**src/rtl/mem_access_unit.sv**
```systemverilog
// Memory port for a multicycle CPU: runs one fetch/load/store per request on a
// single-port, wait-state memory and reports done / misalign / timeout.
module mem_access_unit #(
   parameter int TIMEOUT = 16
) (
   input  logic        clk,
   input  logic        rst,
   input  logic        req,
   input  logic        IorD,
   input  logic        MemWrite,
   input  logic [1:0]  lsop,
   input  logic        dmEXTop,
   input  logic [31:0] pc,
   input  logic [31:0] alu_out,
   input  logic [31:0] wdata,
   input  logic [31:0] mem_rdata,
   input  logic        mem_ready,
   output logic        mem_en,
   output logic        mem_we,
   output logic [31:0] mem_addr,
   output logic [3:0]  mem_be,
   output logic [31:0] mem_wdata,
   output logic [31:0] ir,
   output logic [31:0] mdr,
   output logic        busy,
   output logic        done,
   output logic        misalign_err,
   output logic        timeout_err
);
   localparam int CW = (TIMEOUT > 1) ? $clog2(TIMEOUT) : 1;
   localparam logic [CW-1:0] CNT_LAST = CW'(TIMEOUT - 1);

   typedef enum logic {IDLE = 1'b0, ACCESS = 1'b1} state_t;
   state_t state, state_n;

   logic [31:0]   req_addr;
   logic [1:0]    req_size;
   logic          req_misalign;
   logic [3:0]    req_be;
   logic [31:0]   req_wdata;
   logic          start, finish, abort, misalign;
   logic          lat_data, lat_write, lat_zext;
   logic [1:0]    lat_size, lat_off;
   logic [CW-1:0] wait_cnt;
   logic [7:0]    byte_lane;
   logic [15:0]   half_lane;
   logic [31:0]   load_ext;

   // Fetches are always aligned words; lsop=11 behaves as a word.
   always_comb begin
      req_addr     = IorD ? alu_out : pc;
      req_size     = (IorD && lsop != 2'b11) ? lsop : 2'b00;
      req_misalign = IorD && ((req_size == 2'b00 && req_addr[1:0] != 2'b00) ||
                              (req_size == 2'b01 && req_addr[0]));
      case (req_size)
         2'b10: begin
            req_be    = 4'b0001 << req_addr[1:0];
            req_wdata = {4{wdata[7:0]}};
         end
         2'b01: begin
            req_be    = req_addr[1] ? 4'b1100 : 4'b0011;
            req_wdata = {2{wdata[15:0]}};
         end
         default: begin
            req_be    = 4'b1111;
            req_wdata = wdata;
         end
      endcase
   end

   always_comb begin
      byte_lane = mem_rdata[{lat_off, 3'b000} +: 8];
      half_lane = lat_off[1] ? mem_rdata[31:16] : mem_rdata[15:0];
      case (lat_size)
         2'b10:   load_ext = lat_zext ? {24'd0, byte_lane} : {{24{byte_lane[7]}}, byte_lane};
         2'b01:   load_ext = lat_zext ? {16'd0, half_lane} : {{16{half_lane[15]}}, half_lane};
         default: load_ext = mem_rdata;
      endcase
   end

   always_ff @(posedge clk) begin
      if (rst) state <= IDLE;
      else     state <= state_n;
   end

   // A ready on the last permitted cycle still completes the access.
   always_comb begin
      state_n  = state;
      start    = 1'b0;
      misalign = 1'b0;
      finish   = 1'b0;
      abort    = 1'b0;
      case (state)
         IDLE: begin
            if (req) begin
               if (req_misalign) begin
                  misalign = 1'b1;
               end else begin
                  start   = 1'b1;
                  state_n = ACCESS;
               end
            end
         end
         ACCESS: begin
            if (mem_ready) begin
               finish  = 1'b1;
               state_n = IDLE;
            end else if (wait_cnt == CNT_LAST) begin
               abort   = 1'b1;
               state_n = IDLE;
            end
         end
         default: state_n = IDLE;
      endcase
   end

   assign busy = (state == ACCESS);

   always_ff @(posedge clk) begin
      if (rst) begin
         mem_en       <= 1'b0;
         mem_we       <= 1'b0;
         mem_addr     <= 32'd0;
         mem_be       <= 4'd0;
         mem_wdata    <= 32'd0;
         ir           <= 32'd0;
         mdr          <= 32'd0;
         done         <= 1'b0;
         misalign_err <= 1'b0;
         timeout_err  <= 1'b0;
         lat_data     <= 1'b0;
         lat_write    <= 1'b0;
         lat_zext     <= 1'b0;
         lat_size     <= 2'd0;
         lat_off      <= 2'd0;
         wait_cnt     <= '0;
      end else begin
         done         <= finish | abort | misalign;
         misalign_err <= misalign;
         timeout_err  <= abort;
         if (start) begin
            mem_en    <= 1'b1;
            mem_we    <= IorD & MemWrite;
            mem_addr  <= {req_addr[31:2], 2'b00};
            mem_be    <= req_be;
            mem_wdata <= req_wdata;
            lat_data  <= IorD;
            lat_write <= IorD & MemWrite;
            lat_size  <= req_size;
            lat_off   <= req_addr[1:0];
            lat_zext  <= dmEXTop;
            wait_cnt  <= '0;
         end else if (finish || abort) begin
            mem_en <= 1'b0;
            mem_we <= 1'b0;
            mem_be <= 4'd0;
         end else if (state == ACCESS) begin
            wait_cnt <= wait_cnt + CW'(1);
         end
         if (finish) begin
            if (!lat_data)      ir  <= mem_rdata;
            else if (!lat_write) mdr <= load_ext;
         end
      end
   end
endmodule

```
**config.mk**
```make
export PLATFORM = sky130hd
export DESIGN_NAME = mem_access_unit
export DESIGN_NICKNAME = d
export VERILOG_FILES = /design/src/rtl/mem_access_unit.sv
export SDC_FILE = /design/constraint.sdc
export NUM_CORES = 1
export LEC_CHECK = 0
export CAP_MARGIN = 5
export CORE_MARGIN = 2
export CORE_UTILIZATION = 43
export DETAILED_ROUTE_END_ITERATION = 10
export PLACE_DENSITY = 0.9
export SYNTH_ARGS = -nofsm -noshare
export SYNTH_HDL_FRONTEND = slang
export SYNTH_SLANG_ARGS = --single-unit
export TNS_END_PERCENT = 5
```
**constraint.sdc**
```tcl
create_clock -name clk -period 3.5 [get_ports clk]
set_input_delay 0.875 -clock clk [delete_from_list [all_inputs] [get_ports clk]]
set_output_delay 0.875 -clock clk [all_outputs]
set_load 0.01 [all_outputs]
```
==> results.md, run 1 <==
* Outcome: completed
* PD cells at 454.2 nW/um2
* Final cell count without fillers at 1185
* Root cell of the clock tree: clkbuf_16
* Area growth syn-to-layout at 53.96%
* CTS sink cnt at 147
* CP Max Fanout at 11
* Max cap viols at 0
* Max stage delay on crit path at 0.47 ns
* Relative slew slack at 47.72%
* Highest-delay cell along the critical path: clkdlybuf4s50_1
* Vias in the first global route at 6017
* Initial antenna violation count at 0
* CP cell instances: clkdlybuf4s50_1 -> nand2_1 -> or2_2 -> ha_1 -> o211ai_1 -> nand3b_1 -> buf_4 -> nor2_1 -> a32o_1
* Final hold violations at 0
* CP Launch Type: primary input
* Routed vias/inst at 5.488
* Post-CTS Resized at 0
* Antenna fix cells at 0
* Kind of critical path: primary input to flip-flop
* GR Util All Layers at 26.15%
* DR iter-0 viols at 587
* Clock buffer depth at 2
* Cell leakage power at 3.532 nW
* Later-pin clock latency in the skew report at 0.42 ns
* CP bufs+invs at 2
* Worst Hold Slack at 0.4513 ns
* Pre-antenna DRT Iters at 6
* Core Area at 14480 um2
* Setup violators final at 0
* Netlist cell types at 45
* Sequential-to-total area share from yosys stat at 46.25%
* Die height at 125.6 um
* Min Tclk post-route at 2.747 ns
* Placed inst area at 9181 um2
* Max Fclk at 0.3641 GHz
* Residual DRC at 0
* Post-CTS setup buffer count at 0
* Share of cells above drive strength 1 at 6.893%
* Class of the worst hold path: flip-flop to flip-flop
* Fin Clk Skew at 0.007506 ns
* Crit path DAT at 3.11 ns
* I/O pins at 275
* EDFF count, synth at 0
* # hold bufs at CTS at 0
* CTS tree: built
* Critical Path RT at 3.86 ns
* Largest net degree at the start of global routing at 75
* Dpl cells at 1153
* Final Instance Area at 9796 um2
* Post-Syn Instances at 746
* Clock transition at path regs at 0.06 ns
* Synth Warn # at 0
* Die Span X at 125.6 um
* Layout Nets at 1131
* Row cnt at 44
* Overflow after GRT at 0
* Worst Setup End Kind: flip-flop
* Gp weighted congestion at 0.9316
* Slew @ Worst Pin at 0.7842 ns
* RSZ-0062 raised after global routing: no
* Async set-reset flop share out of synthesis at 0%
* WL/cell at 17.76 um
* Top FF cell, synth: dfxtp_1
* Initial Utilization at 43.94%
* DR vias at 6503
* H-tree Lvls at 4
* Max-slew violation count at 0
* First-pass GRT wire length at 32730 um
* Flops & latches, synth at 147
* Delay-heaviest family, CP: simple AND/OR/NAND/NOR gates
* Final worst-path cycle share at 78.48%
* TritonCTS Buffers at 17
* Post-Route WL at 21050 um
* Port bufs at 272
* DIE AREA at 15790 um2
* Remaining antenna violation count at 0
* Peak supply drop at 0.3491 mV
* Post-Synthesis Cell Area at 6362 um2
* Detailed Place HPWL at 15410 um
* Mapped Avg Cell Area at 8.529 um2
* Setup tns final at 0 ns
==> Yosys cell counts, drive strengths merged, types with 2 or more instances <==
| master | number | area (um2) |
|---|---|---|
| nand2 | 148 | 558.0 |
| dfxtp | 147 | 2943 |
| a21oi | 83 | 415.4 |
| clkbuf | 47 | 176.4 |
| o21ai | 46 | 230.2 |
| a211oi | 41 | 320.3 |
| mux2i | 41 | 410.4 |
| nor2 | 36 | 135.1 |
| o211ai | 25 | 187.7 |
| buf | 20 | 112.6 |
| mux2 | 11 | 123.9 |
| nand3b | 11 | 82.58 |
| nor2b | 10 | 62.56 |
| a22oi | 8 | 60.06 |
| o2bb2ai | 8 | 70.07 |
| a21o | 7 | 52.55 |
| a31oi | 7 | 43.79 |
| nor3 | 7 | 35.03 |
| ha | 6 | 75.07 |
| nand3 | 6 | 30.03 |
| inv | 5 | 18.77 |
| a32o | 4 | 40.04 |
| and2 | 3 | 21.27 |
| nand2b | 2 | 12.51 |
| or2 | 2 | 12.51 |
| xor2 | 2 | 17.52 |
==> cell type report <==
cell class                 count  area, um2
fill                        1121       4683
multi-input combinational    527       3118
sequential                   147       2943
timing repair buffer         289       2868
clock buffer                  23      488.0
tap                          184      230.2
clock inverter                 9      126.4
inverter                       6      22.52
==> state kept, by name, summed over array words and instances, names as in the netlist <==
| name | flops |
|---|---|
| ir | 32 |
| mdr | 32 |
| mem_wdata | 32 |
| mem_addr | 30 |
| mem_be | 4 |
| wait_cnt | 4 |
| lat_off | 2 |
| lat_size | 2 |
| busy | 1 |
| done | 1 |
| lat_data | 1 |
| lat_write | 1 |
| lat_zext | 1 |
| mem_en | 1 |
| mem_we | 1 |
| misalign_err | 1 |
| timeout_err | 1 |
==> routing by layer <==
layer	part of all wire [%]	GRT usage (%)	vias to the layer above	wire length (um)
met5	0	0	-	0
met4	4.9	13.66	0	1025
met3	8.2	6.415	77	1734
met2	47	42.54	332	9949
met1	40	32.19	2987	8342
li1	-	-	3107	-
==> cells in the final DEF (no fill, tap or decap), types with 2 or more instances in the layout <==
master	count
bufinv_16	3
clkbuf_8	4
and2_1	2
buf_12	2
a21oi_1	83
conb_1	2
a32o_1	4
a31oi_1	7
nor2_1	35
nand2_1	147
mux2_2	11
clkinv_2	4
dfxtp_1	147
clkbuf_16	17
a211oi_1	40
o2bb2ai_1	8
mux2i_1	41
clkbuf_1	2
nand3_1	6
nor3_1	7
ha_1	6
clkdlybuf4s50_1	270
a21o_1	7
or2_2	2
a22oi_1	8
nand2b_1	2
o211ai_1	25
nor2b_1	10
o21ai_0	46
buf_4	16
inv_1	5
xor2_1	2
nand3b_1	11
==> power by group <==
group          total (mW)  internal, mW  leakage (nW)  switching, mW
registers            1.81          1.76          1.20         0.0490
logic               0.755         0.404          2.03          0.351
clock network        1.88          1.19         0.303          0.689
==> final timing paths <==
| kind | from | end | slack [ns] | cells past startpoint |
|---|---|---|---|---|
| worst max-delay path | lsop[1] | mem_be[1] | 0.75 | 9 |
| worst min register to register | mem_wdata[10] | mem_wdata[10] | 0.45 | 2 |
| worst min-delay path | mem_wdata[10] | mem_wdata[10] | 0.45 | 2 |
| worst max register to register | lat_off[1] | mdr[9] | 1.36 | 5 |
==> tightest hold or removal path: cells and delay by family, from the launching register on <==
| kind | cells | cell delay (ns) |
|---|---|---|
| AND/OR/NAND/NOR | 1 | 0.05 |
| flip-flops | 1 | 0.31 |
| AO/OA/AOI/OAI | 1 | 0.05 |
==> stage by stage <==
stage / total power [mW] / utilization (%) / setup WS (ns)
after floorplan: 2.175 / - / 0.4770
after global placement: 2.579 / 63.41 / 0.4627
after detailed placement: 2.596 / 63.41 / 0.3586
after CTS: 4.469 / 67.65 / 0.7841
after global routing: 4.616 / 67.65 / 0.6239
final: 4.449 / 67.65 / 0.7533
==> logic make-up (layout without fill, tap and decap cells) <==
kind of cell	after synthesis	after routing	share of synthesized area, %
xor gates and xnor gates	3	3	0.4131
muxes	53	53	8.751
AOI/OAI and AO/OA	233	233	22.89
and+or+nand+nor	230	230	15.56
buffers and inverters	73	327	4.897
other	1	2	0.05894
DFF	147	147	46.25
adders and majority gates	6	6	1.180
No activity file was read; power rests on OpenSTA's default activity.
==> inputs of run 2 (changes only) <==
--- a/config.mk
+++ b/config.mk
@@ -7,9 +7,9 @@
 export LEC_CHECK = 0
 export CAP_MARGIN = 5
 export CORE_MARGIN = 2
-export CORE_UTILIZATION = 43
+export CORE_UTILIZATION = 38
 export DETAILED_ROUTE_END_ITERATION = 10
-export PLACE_DENSITY = 0.9
+export PLACE_DENSITY = 0.85
 export SYNTH_ARGS = -nofsm -noshare
 export SYNTH_HDL_FRONTEND = slang
 export SYNTH_SLANG_ARGS = --single-unit
==> constraint.sdc (replaced) <==
create_clock -name clk -period 2.33 [get_ports clk]
set_input_delay 0.5825 -clock clk [delete_from_list [all_inputs] [get_ports clk]]
set_output_delay 0.5825 -clock clk [all_outputs]
set_load 0.01 [all_outputs]
==> results.md, run 2 (synthesis results as in run 1) <==
* Core Area at 16470 um2 (+14%)
* PD cells at 665.5 nW/um2 (+47%)
* Gate power share at 18.2% (+1.2 points)
* Sw Ratio at 24.88% (+0.40 points)
* Row cnt at 47 (+6.8%)
* DR vias at 6633 (+2.0%)
* CP cell instances: clkdlybuf4s50_1 -> nand2_1 -> or2_4 -> ha_2 -> o211ai_1 -> and3b_4 -> buf_4 -> clkbuf_16 -> nor2_1 -> a211oi_1
* Reg2reg start: lat_off[1]
* Fin Clk Skew at 0.008418 ns (+0.0009117 ns)
* Relative slew slack at 52.16% (+4.4 points)
* Clock transition at path regs at 0.06 ns (about the same)
* Class of the worst hold path: flip-flop to flip-flop
* CTS sink cnt at 147 (unchanged)
* Fillers at 1361 (+21%)
* Hold Path Depth at 2 (unchanged)
* TritonCTS Buffers at 17 (unchanged)
* Setup violators final at 0 (unchanged)
* Vias in the first global route at 6320 (+5.0%)
* NetSw at 1.697 mW (+56%)
* Pre-CTS WS at -0.3830 ns (-0.7416 ns)
* Worst Setup End Kind: flip-flop
* CP Launch Type: primary input
* Initial Utilization at 38.64% (-5.3 points)
* Layout Nets at 1163 (+2.8%)
* Final worst-path cycle share at 99.00%
* CTS tree: built
* Residual DRC at 0 (unchanged)
* Storage cell area at 2943 um2 (unchanged)
* WL/cell at 17.51 um (-1.4%)
* Die height at 133.4 um (+6.2%)
* Overflow after GRT at 0 (unchanged)
* Port bufs at 272 (unchanged)
* Reg2Reg Depth at 6 (+1)
* Detailed Place HPWL at 15900 um (+3.2%)
* Die Span X at 133.4 um (+6.2%)
* Remaining antenna violation count at 0 (unchanged)
* Largest net degree at the start of global routing at 67 (-11%)
* Crit path DAT at 2.64 ns (-0.47 ns)
* Commonest non-fill, non-tap cells in the layout: clkdlybuf4s50_1, nand2_1, dfxtp_1
* Max stage delay on crit path at 0.48 ns (about the same)
* Kind of critical path: primary input to flip-flop
* Root cell of the clock tree: clkbuf_16
* Later-pin clock latency in the skew report at 0.43 ns (about the same)
* Area growth syn-to-layout at 61.08%
* Final hold violations at 0 (unchanged)
* FF-to-FF End: mdr[16]
* Most common cell after layout, fill and taps aside: clkdlybuf4s50_1
* DIE AREA at 17790 um2 (+13%)
* First-pass GRT wire length at 33480 um (+2.3%)
* Slew @ Worst Pin at 0.7176 ns (-0.06662 ns)
* Routed vias/inst at 5.294 (-3.5%)
* Gp weighted congestion at 0.9117 (-2.1%)
* Reg-to-reg slack, setup at 0.59 ns (-0.77 ns)
* Clock buffer depth at 2 (unchanged)
* I/O pins at 275 (unchanged)
* Worst Hold End: mem_wdata[7]
* Hold_sp: mem_wdata[7]
* Post-Route WL at 21940 um (+4.2%)
* # hold bufs at CTS at 0 (unchanged)
* CP Max Fanout at 14 (+3)
* Initial antenna violation count at 0 (unchanged)
* Highest-delay cell along the critical path: clkdlybuf4s50_1
* Max Fclk at 0.4335 GHz
* GR Util All Layers at 23.75% (-2.4 points)
* Biggest regs: ir x32, mdr x32, mem_wdata x32
* Min Tclk post-route at 2.307 ns
* Pre-antenna DRT Iters at 5 (-1)
* DR iter-0 viols at 405 (-31%)
* Antenna fix cells at 0 (unchanged)
* Fin worst setup slack at 0.02320 ns (-0.7301 ns)
* Cell leakage power at 3.725 nW (+5.5%)
* Critical Path RT at 2.66 ns (-1.20 ns)
* Cell internal pwr at 5.123 mW (+52%)
* Peak supply drop at 0.4991 mV (+43%)
* H-tree Lvls at 4 (unchanged)
* Max-slew violation count at 0 (unchanged)
* Clock Power Share at 42.0% (-0.3 points)
* Area of the multi-input gates at 3171 um2 (+1.7%)
* Total power at 6.820 mW (+53%)
* Max cap viols at 0 (unchanged)
* Share of power burned in registers at 39.9% (-0.8 points)
* Share of cells above drive strength 1 at 10.75% (+3.9 points)
* Outcome: completed
## run 2: through the flow
| step | setup TNS [ns] | area [um2] | hold WS [ns] | cells | util, % |
|---|---|---|---|---|---|
| 2_1_floorplan | -0.7131 | 6396 | 0.4400 | 747 | - |
| 3_3_place_gp | -16.43 | 9499 | 0.4381 | 1215 | 57.69 |
| 3_5_place_dp | -23.76 | 9499 | 0.4459 | 1215 | 57.69 |
| 4_1_cts | 0 | 10110 | 0.4540 | 1247 | 61.43 |
| 5_1_grt | -0.04154 | 10250 | 0.4654 | 1253 | 62.24 |
| 6_report | 0 | 10250 | 0.4521 | 1253 | 62.24 |
## run 2: worst max-delay path, delay by kind of cell
kind | cells | cell delay (ns)
AND/OR/NAND/NOR | 4 | 0.71
AO/OA/AOI/OAI | 2 | 0.37
buffers and inverters | 3 | 0.79
adder cells (fa/ha/maj) | 1 | 0.19
## run 2: worst max-delay path by stage
stage               startpoint      endpoint  slack (ns)
finish                 lsop[1]   mem_addr[4]        0.02
global route           lsop[1]   mem_addr[4]       -0.02
CTS                    lsop[1]  mem_addr[19]       0.008
detailed placement     lsop[1]  mem_addr[19]       -0.38
floorplan                 IorD     lat_write       -0.03
global placement       lsop[1]  mem_addr[15]       -0.28
## run 2: layout make-up
cell class	instances	area share, %
repair buffers	321	31.44
multi-input cells	527	30.94
flip-flops and latches	147	28.71
clock buffers	24	4.798
well taps	220	2.686
clock inverters	8	1.209
inverters	6	0.2198
## run 2: power groups by stage
stage | clock (mW) | sequential (mW) | combinational, mW
after floorplan | 0 | 2.82 | 0.451
after global placement | 0 | 2.77 | 1.16
after detailed placement | 0 | 2.77 | 1.18
after CTS | 2.89 | 2.72 | 1.19
after global routing | 3.00 | 2.73 | 1.32
final | 2.86 | 2.72 | 1.24
## run 2: repair_timing
action	CTS	global route
setup endpoints to repair	0	29
setup buffers	0	4
resized for setup	0	12
## run 2: per-layer routing
| layer | vias to the layer above | global-route usage [%] | part of all wire (%) |
|---|---|---|---|
| met5 | - | 0 | 0 |
| met4 | 0 | 11.64 | 4.1 |
| met3 | 58 | 5.708 | 7.0 |
| met2 | 300 | 38.95 | 48 |
| met1 | 3103 | 29.30 | 41 |
| li1 | 3172 | - | - |
